--- config.mk ---
export PLATFORM = sky130hd
export DESIGN_NAME = seven_segment_scanner
export DESIGN_NICKNAME = d
export VERILOG_FILES = /design/src/rtl/seven_segment_scanner.sv
export SDC_FILE = /design/constraint.sdc
export NUM_CORES = 1
export LEC_CHECK = 0
export BUFFER_PORTS_ARGS = -buffer_cell sky130_fd_sc_hd__buf_2
export CORE_ASPECT_RATIO = 1.25
export CORE_MARGIN = 2
export CORE_UTILIZATION = 40
export CTS_CLUSTER_DIAMETER = 120
export DETAILED_ROUTE_END_ITERATION = 8
export MAX_ROUTING_LAYER = met4
export PLACE_DENSITY = 0.64
export SYNTH_ARGS = -nofsm -noshare
export SYNTH_HDL_FRONTEND = slang
export SYNTH_SLANG_ARGS = --single-unit
--- constraint.sdc ---
create_clock -name clk50m_i -period 2.62 [get_ports clk50m_i]
set_input_delay 0.524 -clock clk50m_i [delete_from_list [all_inputs] [get_ports clk50m_i]]
set_output_delay 0.524 -clock clk50m_i [all_outputs]
set_load 0.1 [all_outputs]
--- src/rtl/seven_segment_scanner.sv ---
// ---------------------------------------------------------------------------
// seven_segment_scanner
//
// Multiplexed seven-segment display driver. A value is captured on load_i,
// optionally converted to BCD with a sequential double-dabble converter,
// and then committed atomically into the display registers that the scan
// logic walks through one digit at a time.
//
// Ports:
//   clk50m_i               system clock
//   rst_n_i                asynchronous active-low reset
//   value_i                value to display (DATA_W bits)
//   load_i                 one-cycle capture request for value/mode/blanking
//   mode_i                 0 = hex, 1 = unsigned decimal
//   blank_lz_i             1 = blank leading zeros
//   dp_i                   live decimal-point request per digit (bit 0 = right)
//   busy_o                 conversion or commit in progress
//   overflow_o             last committed value did not fit in DIGITS digits
//   seven_segment_o        registered segments {dp,g,f,e,d,c,b,a}
//   seven_segment_select_o registered one-hot digit select
// ---------------------------------------------------------------------------
module seven_segment_scanner #(
   parameter int DIGITS         = 4,
   parameter int DATA_W         = 16,
   parameter int REFRESH_DIV    = 50000,
   parameter bit SEG_ACTIVE_LOW = 1'b1,
   parameter bit SEL_ACTIVE_LOW = 1'b1
) (
   input  logic              clk50m_i,
   input  logic              rst_n_i,
   input  logic [DATA_W-1:0] value_i,
   input  logic              load_i,
   input  logic              mode_i,
   input  logic              blank_lz_i,
   input  logic [DIGITS-1:0] dp_i,
   output logic              busy_o,
   output logic              overflow_o,
   output logic [7:0]        seven_segment_o,
   output logic [DIGITS-1:0] seven_segment_select_o
);

   // Nibble count: enough BCD digits for 2^DATA_W-1, enough hex digits for
   // DATA_W bits, and at least DIGITS so every display digit has a source.
   localparam int BCD_N  = (DATA_W * 30103 + 99999) / 100000 + 1;
   localparam int HEX_N  = (DATA_W + 3) / 4;
   localparam int NIBS_A = (BCD_N > HEX_N) ? BCD_N : HEX_N;
   localparam int NIBS   = (NIBS_A > DIGITS) ? NIBS_A : DIGITS;
   localparam int BCD_W  = NIBS * 4;
   localparam int CNT_W  = $clog2(REFRESH_DIV);
   localparam int IDX_W  = (DIGITS > 1) ? $clog2(DIGITS) : 1;
   localparam int STEP_W = $clog2(DATA_W + 1);

   localparam logic [7:0]        SEG_IDLE = SEG_ACTIVE_LOW ? 8'hFF : 8'h00;
   localparam logic [DIGITS-1:0] SEL_IDLE = SEL_ACTIVE_LOW ? {DIGITS{1'b1}} : {DIGITS{1'b0}};

   typedef enum logic [1:0] {IDLE, CONVERT, COMMIT} state_t;

   state_t              state, state_next;
   logic                busy_q;
   logic                capture, dabble, commit;
   logic [DATA_W-1:0]   shift_q;
   logic [BCD_W-1:0]    bcd_q, bcd_adj, bcd_step, hex_pad, src;
   logic [BCD_W:0]      bcd_shift;
   logic                unused_carry;
   logic [STEP_W-1:0]   step_q;
   logic                mode_q, blank_lz_q;
   logic [3:0]          digit_q [DIGITS];
   logic [DIGITS-1:0]   blank_q, blank_next;
   logic                overflow_q, ovf_next, zero_run;
   logic [CNT_W-1:0]    cnt_q;
   logic [IDX_W-1:0]    idx_q;
   logic [6:0]          pat;
   logic [7:0]          seg_hi, seg_next, seg_q;
   logic [DIGITS-1:0]   sel_onehot, sel_next, sel_q;

   // Active-high glyph {g,f,e,d,c,b,a} for one hex digit.
   function automatic logic [6:0] hex_font(input logic [3:0] d);
      case (d)
         4'h0: hex_font = 7'h3F;
         4'h1: hex_font = 7'h06;
         4'h2: hex_font = 7'h5B;
         4'h3: hex_font = 7'h4F;
         4'h4: hex_font = 7'h66;
         4'h5: hex_font = 7'h6D;
         4'h6: hex_font = 7'h7D;
         4'h7: hex_font = 7'h07;
         4'h8: hex_font = 7'h7F;
         4'h9: hex_font = 7'h6F;
         4'hA: hex_font = 7'h77;
         4'hB: hex_font = 7'h7C;
         4'hC: hex_font = 7'h39;
         4'hD: hex_font = 7'h5E;
         4'hE: hex_font = 7'h79;
         default: hex_font = 7'h71;
      endcase
   endfunction

   // State register. busy is registered from the next state so it lines up
   // exactly with the cycles spent outside IDLE.
   always_ff @(posedge clk50m_i or negedge rst_n_i) begin
      if (!rst_n_i) begin
         state  <= IDLE;
         busy_q <= 1'b0;
      end else begin
         state  <= state_next;
         busy_q <= (state_next != IDLE);
      end
   end

   // Next-state logic. Hex values need no conversion and go straight to the
   // commit; decimal values spend one cycle per input bit in CONVERT.
   always_comb begin
      state_next = state;
      case (state)
         IDLE:    if (load_i) state_next = mode_i ? CONVERT : COMMIT;
         CONVERT: if (step_q == STEP_W'(1)) state_next = COMMIT;
         COMMIT:  state_next = IDLE;
         default: state_next = IDLE;
      endcase
   end

   // FSM outputs. Loads are only accepted in IDLE, so a request arriving
   // while busy simply disappears.
   always_comb begin
      capture = (state == IDLE) && load_i;
      dabble  = (state == CONVERT);
      commit  = (state == COMMIT);
   end

   // One double-dabble step: correct every nibble >= 5 by adding 3, then
   // shift the whole BCD register left, pulling in the binary MSB. The bit
   // shifted out of the top can never be set because the register is sized
   // for the largest possible value.
   always_comb begin
      bcd_adj = bcd_q;
      for (int i = 0; i < NIBS; i++) begin
         if (bcd_q[4*i +: 4] >= 4'd5) bcd_adj[4*i +: 4] = bcd_q[4*i +: 4] + 4'd3;
      end
      bcd_shift = {bcd_adj, shift_q[DATA_W-1]};
      bcd_step  = bcd_shift[BCD_W-1:0];
   end
   assign unused_carry = bcd_shift[BCD_W];

   // Capture and conversion datapath. In hex mode shift_q keeps the raw
   // value untouched until the commit reads it.
   always_ff @(posedge clk50m_i or negedge rst_n_i) begin
      if (!rst_n_i) begin
         shift_q    <= '0;
         bcd_q      <= '0;
         step_q     <= '0;
         mode_q     <= 1'b0;
         blank_lz_q <= 1'b0;
      end else if (capture) begin
         shift_q    <= value_i;
         bcd_q      <= '0;
         step_q     <= STEP_W'(DATA_W);
         mode_q     <= mode_i;
         blank_lz_q <= blank_lz_i;
      end else if (dabble) begin
         shift_q <= {shift_q[DATA_W-2:0], 1'b0};
         bcd_q   <= bcd_step;
         step_q  <= step_q - STEP_W'(1);
      end
   end

   // Commit preparation. Hex and BCD are both viewed as a nibble vector so
   // overflow is simply "any nibble beyond the displayed ones is nonzero".
   // Leading-zero blanking walks down from the top digit and stops at the
   // first nonzero nibble; the rightmost digit always stays visible.
   always_comb begin
      hex_pad              = '0;
      hex_pad[DATA_W-1:0]  = shift_q;
      src                  = mode_q ? bcd_q : hex_pad;
      ovf_next             = 1'b0;
      for (int i = DIGITS; i < NIBS; i++) begin
         ovf_next = ovf_next | (src[4*i +: 4] != 4'd0);
      end
      zero_run   = 1'b1;
      blank_next = '0;
      for (int i = DIGITS - 1; i >= 1; i--) begin
         zero_run      = zero_run & (src[4*i +: 4] == 4'd0);
         blank_next[i] = blank_lz_q & zero_run;
      end
   end

   // Display registers, all written in the same cycle so the scan never
   // sees a half-updated value.
   always_ff @(posedge clk50m_i or negedge rst_n_i) begin
      if (!rst_n_i) begin
         for (int i = 0; i < DIGITS; i++) digit_q[i] <= 4'd0;
         blank_q    <= '0;
         overflow_q <= 1'b0;
      end else if (commit) begin
         for (int i = 0; i < DIGITS; i++) digit_q[i] <= src[4*i +: 4];
         blank_q    <= blank_next;
         overflow_q <= ovf_next;
      end
   end

   // Free-running refresh counter; each wrap moves the scan to the next digit.
   always_ff @(posedge clk50m_i or negedge rst_n_i) begin
      if (!rst_n_i) begin
         cnt_q <= '0;
         idx_q <= '0;
      end else if (cnt_q == CNT_W'(REFRESH_DIV - 1)) begin
         cnt_q <= '0;
         idx_q <= (idx_q == IDX_W'(DIGITS - 1)) ? '0 : idx_q + IDX_W'(1);
      end else begin
         cnt_q <= cnt_q + CNT_W'(1);
      end
   end

   // Glyph for the digit currently being scanned. Overflow overrides both
   // the digit value and blanking with a dash; the decimal point stays live.
   always_comb begin
      if (overflow_q)          pat = 7'h40;
      else if (blank_q[idx_q]) pat = 7'h00;
      else                     pat = hex_font(digit_q[idx_q]);
      seg_hi     = {dp_i[idx_q], pat};
      seg_next   = SEG_ACTIVE_LOW ? ~seg_hi : seg_hi;
      sel_onehot = DIGITS'(1) << idx_q;
      sel_next   = SEL_ACTIVE_LOW ? ~sel_onehot : sel_onehot;
   end

   // Output registers, refreshed every cycle from the current scan index.
   always_ff @(posedge clk50m_i or negedge rst_n_i) begin
      if (!rst_n_i) begin
         seg_q <= SEG_IDLE;
         sel_q <= SEL_IDLE;
      end else begin
         seg_q <= seg_next;
         sel_q <= sel_next;
      end
   end

   assign busy_o                 = busy_q;
   assign overflow_o             = overflow_q;
   assign seven_segment_o        = seg_q;
   assign seven_segment_select_o = sel_q;

endmodule

==> summary.md <==
| Metric | Value |
|---|---|
| Root Driver | clkbuf_16 |
| Storage cell area | between 2000 and 3000 um2 |
| Antenna-violating nets left | 0 |
| Register area share after synthesis | 49.0% |
| Area share of the largest cell type after synthesis | 42.9% |
| Synth Flop Type | dfrtp_1 |
| Yosys reg bits | 100 |
| Internal | approximately 3.8 mW |
| Post-CTS sizing | 0 |
| Core box area | around 13000 um2 |
| Fin worst setup slack | about 490 ps |
| Design area | about 5800 um2 |
| RSZ-0062 raised after global routing | false |
| Post-synth EDFFs | 0 |
| Vias in the first global route | approximately 3600 |
| # Max-Cap Violations | 0 |
| Worst setup SP type | register |
| Nets | a little under 600 |
| Max FO, Critical Path | 12 |
| I/O Buffers | 38 |
| Detailed Place HPWL | ~7.4 mm |
| Rows | between 40 and 50 |
| Rel. slew slack | ~50% |
| Final Cycle Share | 81.4% |
| Status | finished, final reports clean |
| Final Wtd Congestion | roughly 0.86 |
| Multi-input gate area | roughly 2400 um2 |
| Layout cells sized above 1 | 18.2% |
| CP endpoint kind | register |
| Critical Path Start | idx_q[0] |
| Largest net degree at the start of global routing | between 50 and 60 |
| Vias | approximately 3700 |
| Layout area overhead | 13.5% |
| Post-Syn Area | a little over 5000 um2 |
| Crit path kind | register to register |
| Clk network pwr share | between 20% and 30% |
| Top Ports | 39 |
| TritonCTS clock tree | yes |
| Largest cells by area after synthesis | dfrtp_1, dfstp_2, nand2_1 |
| Synth area leader | dfrtp_1 |
| Syn. warnings | 0 |
| Clock latency at the later pin of the worst-skew pair | between 300 and 400 ps |
| Reg2Reg Setup Slack | between 400 and 500 ps |
| Wire per inst | around 14 um |
| Unique masters post-synth | between 50 and 60 |
| Final min period | 2130 ps |
| Initial Util | just over 40% |
| Critical R2R Capture | seven_segment_o[3] |
| # clock sinks | 100 |
| Worst reg2reg path depth | 5 |
| Synth cell count leaders | dfrtp_1, nand2_1, o21ai_0 |
| Final hold viol count | 0 |
| FMAX | 469 MHz |
| Drt initial violations | 231 |
| Syn Nets | 558 |
| Die Height | ~130 um |
| Hold WS | roughly 190 ps |
| Routed vias/inst | approximately 5.2 |
| Pre-antenna DRT Iters | 4 |
| CP Data Arrival Time | between 2000 and 2500 ps |
| Setup tns final | 0 ps |
| Total gr overflow | 0 |
| Critical R2R Launch | idx_q[0] |
| Hold WC Path Type | primary input to async pin |
| CTS buffer count | 9 |
| H-Tree Depth | 3 |
| Post-Syn Instances | 508 |
| P_sw | between 2 and 3 mW |
| Setup bufs post-CTS | 0 |
| Cell Area, Placed | roughly 5500 um2 |
| Critical Path RT | 2880 ps |
| # DRC | 0 |
| First-pass GRT wire length | about 18 mm |
| Final WL | just over 10 mm |
| Sequential Power Share | between 30% and 40% |
| Slew Viols, Final | 0 |
| Initial antenna violation count | 0 |
| Final Skew | between 9 and 10 ps |
| Most frequent cell after synthesis | dfrtp_1 |
| Worst IR drop on VDD | about 0.00069 V |
| Syn Area/Cell | around 10 um2 |
| Switch share | a little over two fifths |
| Diode count | 0 |
| Worst-margin pin slew | between 700 and 800 ps |
| Leak pwr | 2.63 nW |
| Fill count | 1158 |
| Post-synth ARST share | between 90% and 100% |
| Finished Core Util | about 46% |
| Die Width | roughly 110 um |
| GR Util All Layers | between 10% and 20% |
| Final setup viols | 0 |
| Clock transition at path regs | 70 ps |
| CP Capture Point | seven_segment_o[3] |
| Gate power share | between 40 and 50% |
| # hold bufs at CTS | 0 |
| Longest Clk Path Bufs | 2 |
| Power per cell area | approximately 1100 nW/um2 |
| Placement Setup Slack | 496 ps |
| Die ar. | approximately 14000 um2 |
routing by layer:
metal | track usage (%) | vias to the layer above | part of all wire (%)
met5 | - | - | 0
met4 | 6.51 | 0 | 2.0
met3 | 3.13 | 20 | 3.4
met2 | 27.4 | 68 | 50
met1 | 20.1 | 1798 | 45
li1 | - | 1843 | -
worst min-delay path by stage:
stage	from	end	slack (ps)	cells after the start
floorplan	rst_n_i	bcd_q[0]	230	0
global placement	blank_q[1]	blank_q[1]	460	2
detailed placement	overflow_o	seven_segment_o[6]	450	1
CTS	rst_n_i	cnt_q[5]	220	1
global route	rst_n_i	cnt_q[5]	250	1
finish	rst_n_i	cnt_q[5]	190	1
stage by stage:
stage / power (mW) / instances
after floorplan: 4.54 / 508
after global placement: 5.11 / 702
final: 6.51 / 718
after detailed placement: 5.22 / 702
after CTS: 6.57 / 718
after global routing: 6.98 / 718
cells in the final DEF (no fill, tap or decap), types with 2 or more instances in the layout:
| cell | count |
|---|---|
| nor3_1 | 8 |
| a22oi_1 | 15 |
| nor4_1 | 3 |
| mux2_4 | 2 |
| xor2_1 | 13 |
| dfstp_2 | 12 |
| buf_4 | 13 |
| buf_2 | 37 |
| nand4_1 | 2 |
| nand2b_1 | 9 |
| nor2b_1 | 3 |
| o31ai_1 | 6 |
| a21oi_1 | 14 |
| mux2i_1 | 17 |
| ha_1 | 25 |
| nor3b_1 | 2 |
| inv_1 | 25 |
| o21ai_0 | 50 |
| o32ai_1 | 5 |
| nand2_1 | 84 |
| o211ai_1 | 2 |
| nand3_1 | 28 |
| mux4_2 | 5 |
| clkbuf_16 | 9 |
| nor2_1 | 14 |
| mux2_2 | 9 |
| or4_1 | 6 |
| xnor2_1 | 11 |
| nand3b_1 | 3 |
| dfrtp_1 | 88 |
| inv_6 | 3 |
cell type report:
type	instances	share of cell area [%]
Clock inverter	6	1.18
Timing Repair Buffer	51	5.20
Sequential cell	100	43.2
Inverter	25	1.61
Multi-Input combinational cell	358	41.2
Clock buffer	10	3.93
Tap cell	168	3.61
state kept, by name, summed over array words and instances (netlist names):
name / cells
shift_q: 16
digit_q: 16
seven_segment_select_o: 4
cnt_q: 16
step_q: 5
idx_q: 2
busy_o: 1
bcd_q: 24
mode_q: 1
state: 2
overflow_o: 1
blank_q: 3
seven_segment_o: 8
blank_lz_q: 1
power by group through the flow:
| stage | logic (mW) | clock network (mW) | registers, mW |
|---|---|---|---|
| floorplan | 1.68 | 0 | 2.86 |
| global placement | 2.57 | 0 | 2.54 |
| detailed placement | 2.66 | 0 | 2.56 |
| CTS | 2.67 | 1.37 | 2.53 |
| global route | 2.95 | 1.44 | 2.59 |
| finish | 2.65 | 1.34 | 2.53 |
critical path: stages, from the launching register on:
cell and delay, ps:
dfrtp_1 640, mux4_2 650, ha_1 280, and2b_1 180
a211oi_1 200, o21ai_1 100
kinds of logic (layout without fill, tap and decap cells):
group,Yosys count,in the layout,share of synthesized area (%)
multiplexers,33,33,8.07
adder cells (fa/ha/maj),25,25,6.09
AND/OR/NAND/NOR,176,176,16.8
XOR/XNOR,24,24,4.10
AO/OA/AOI/OAI,100,100,11.7
flip-flops,100,100,49.0
buffers and inverters,50,92,4.17
No activity file was read; power rests on OpenSTA's default activity.
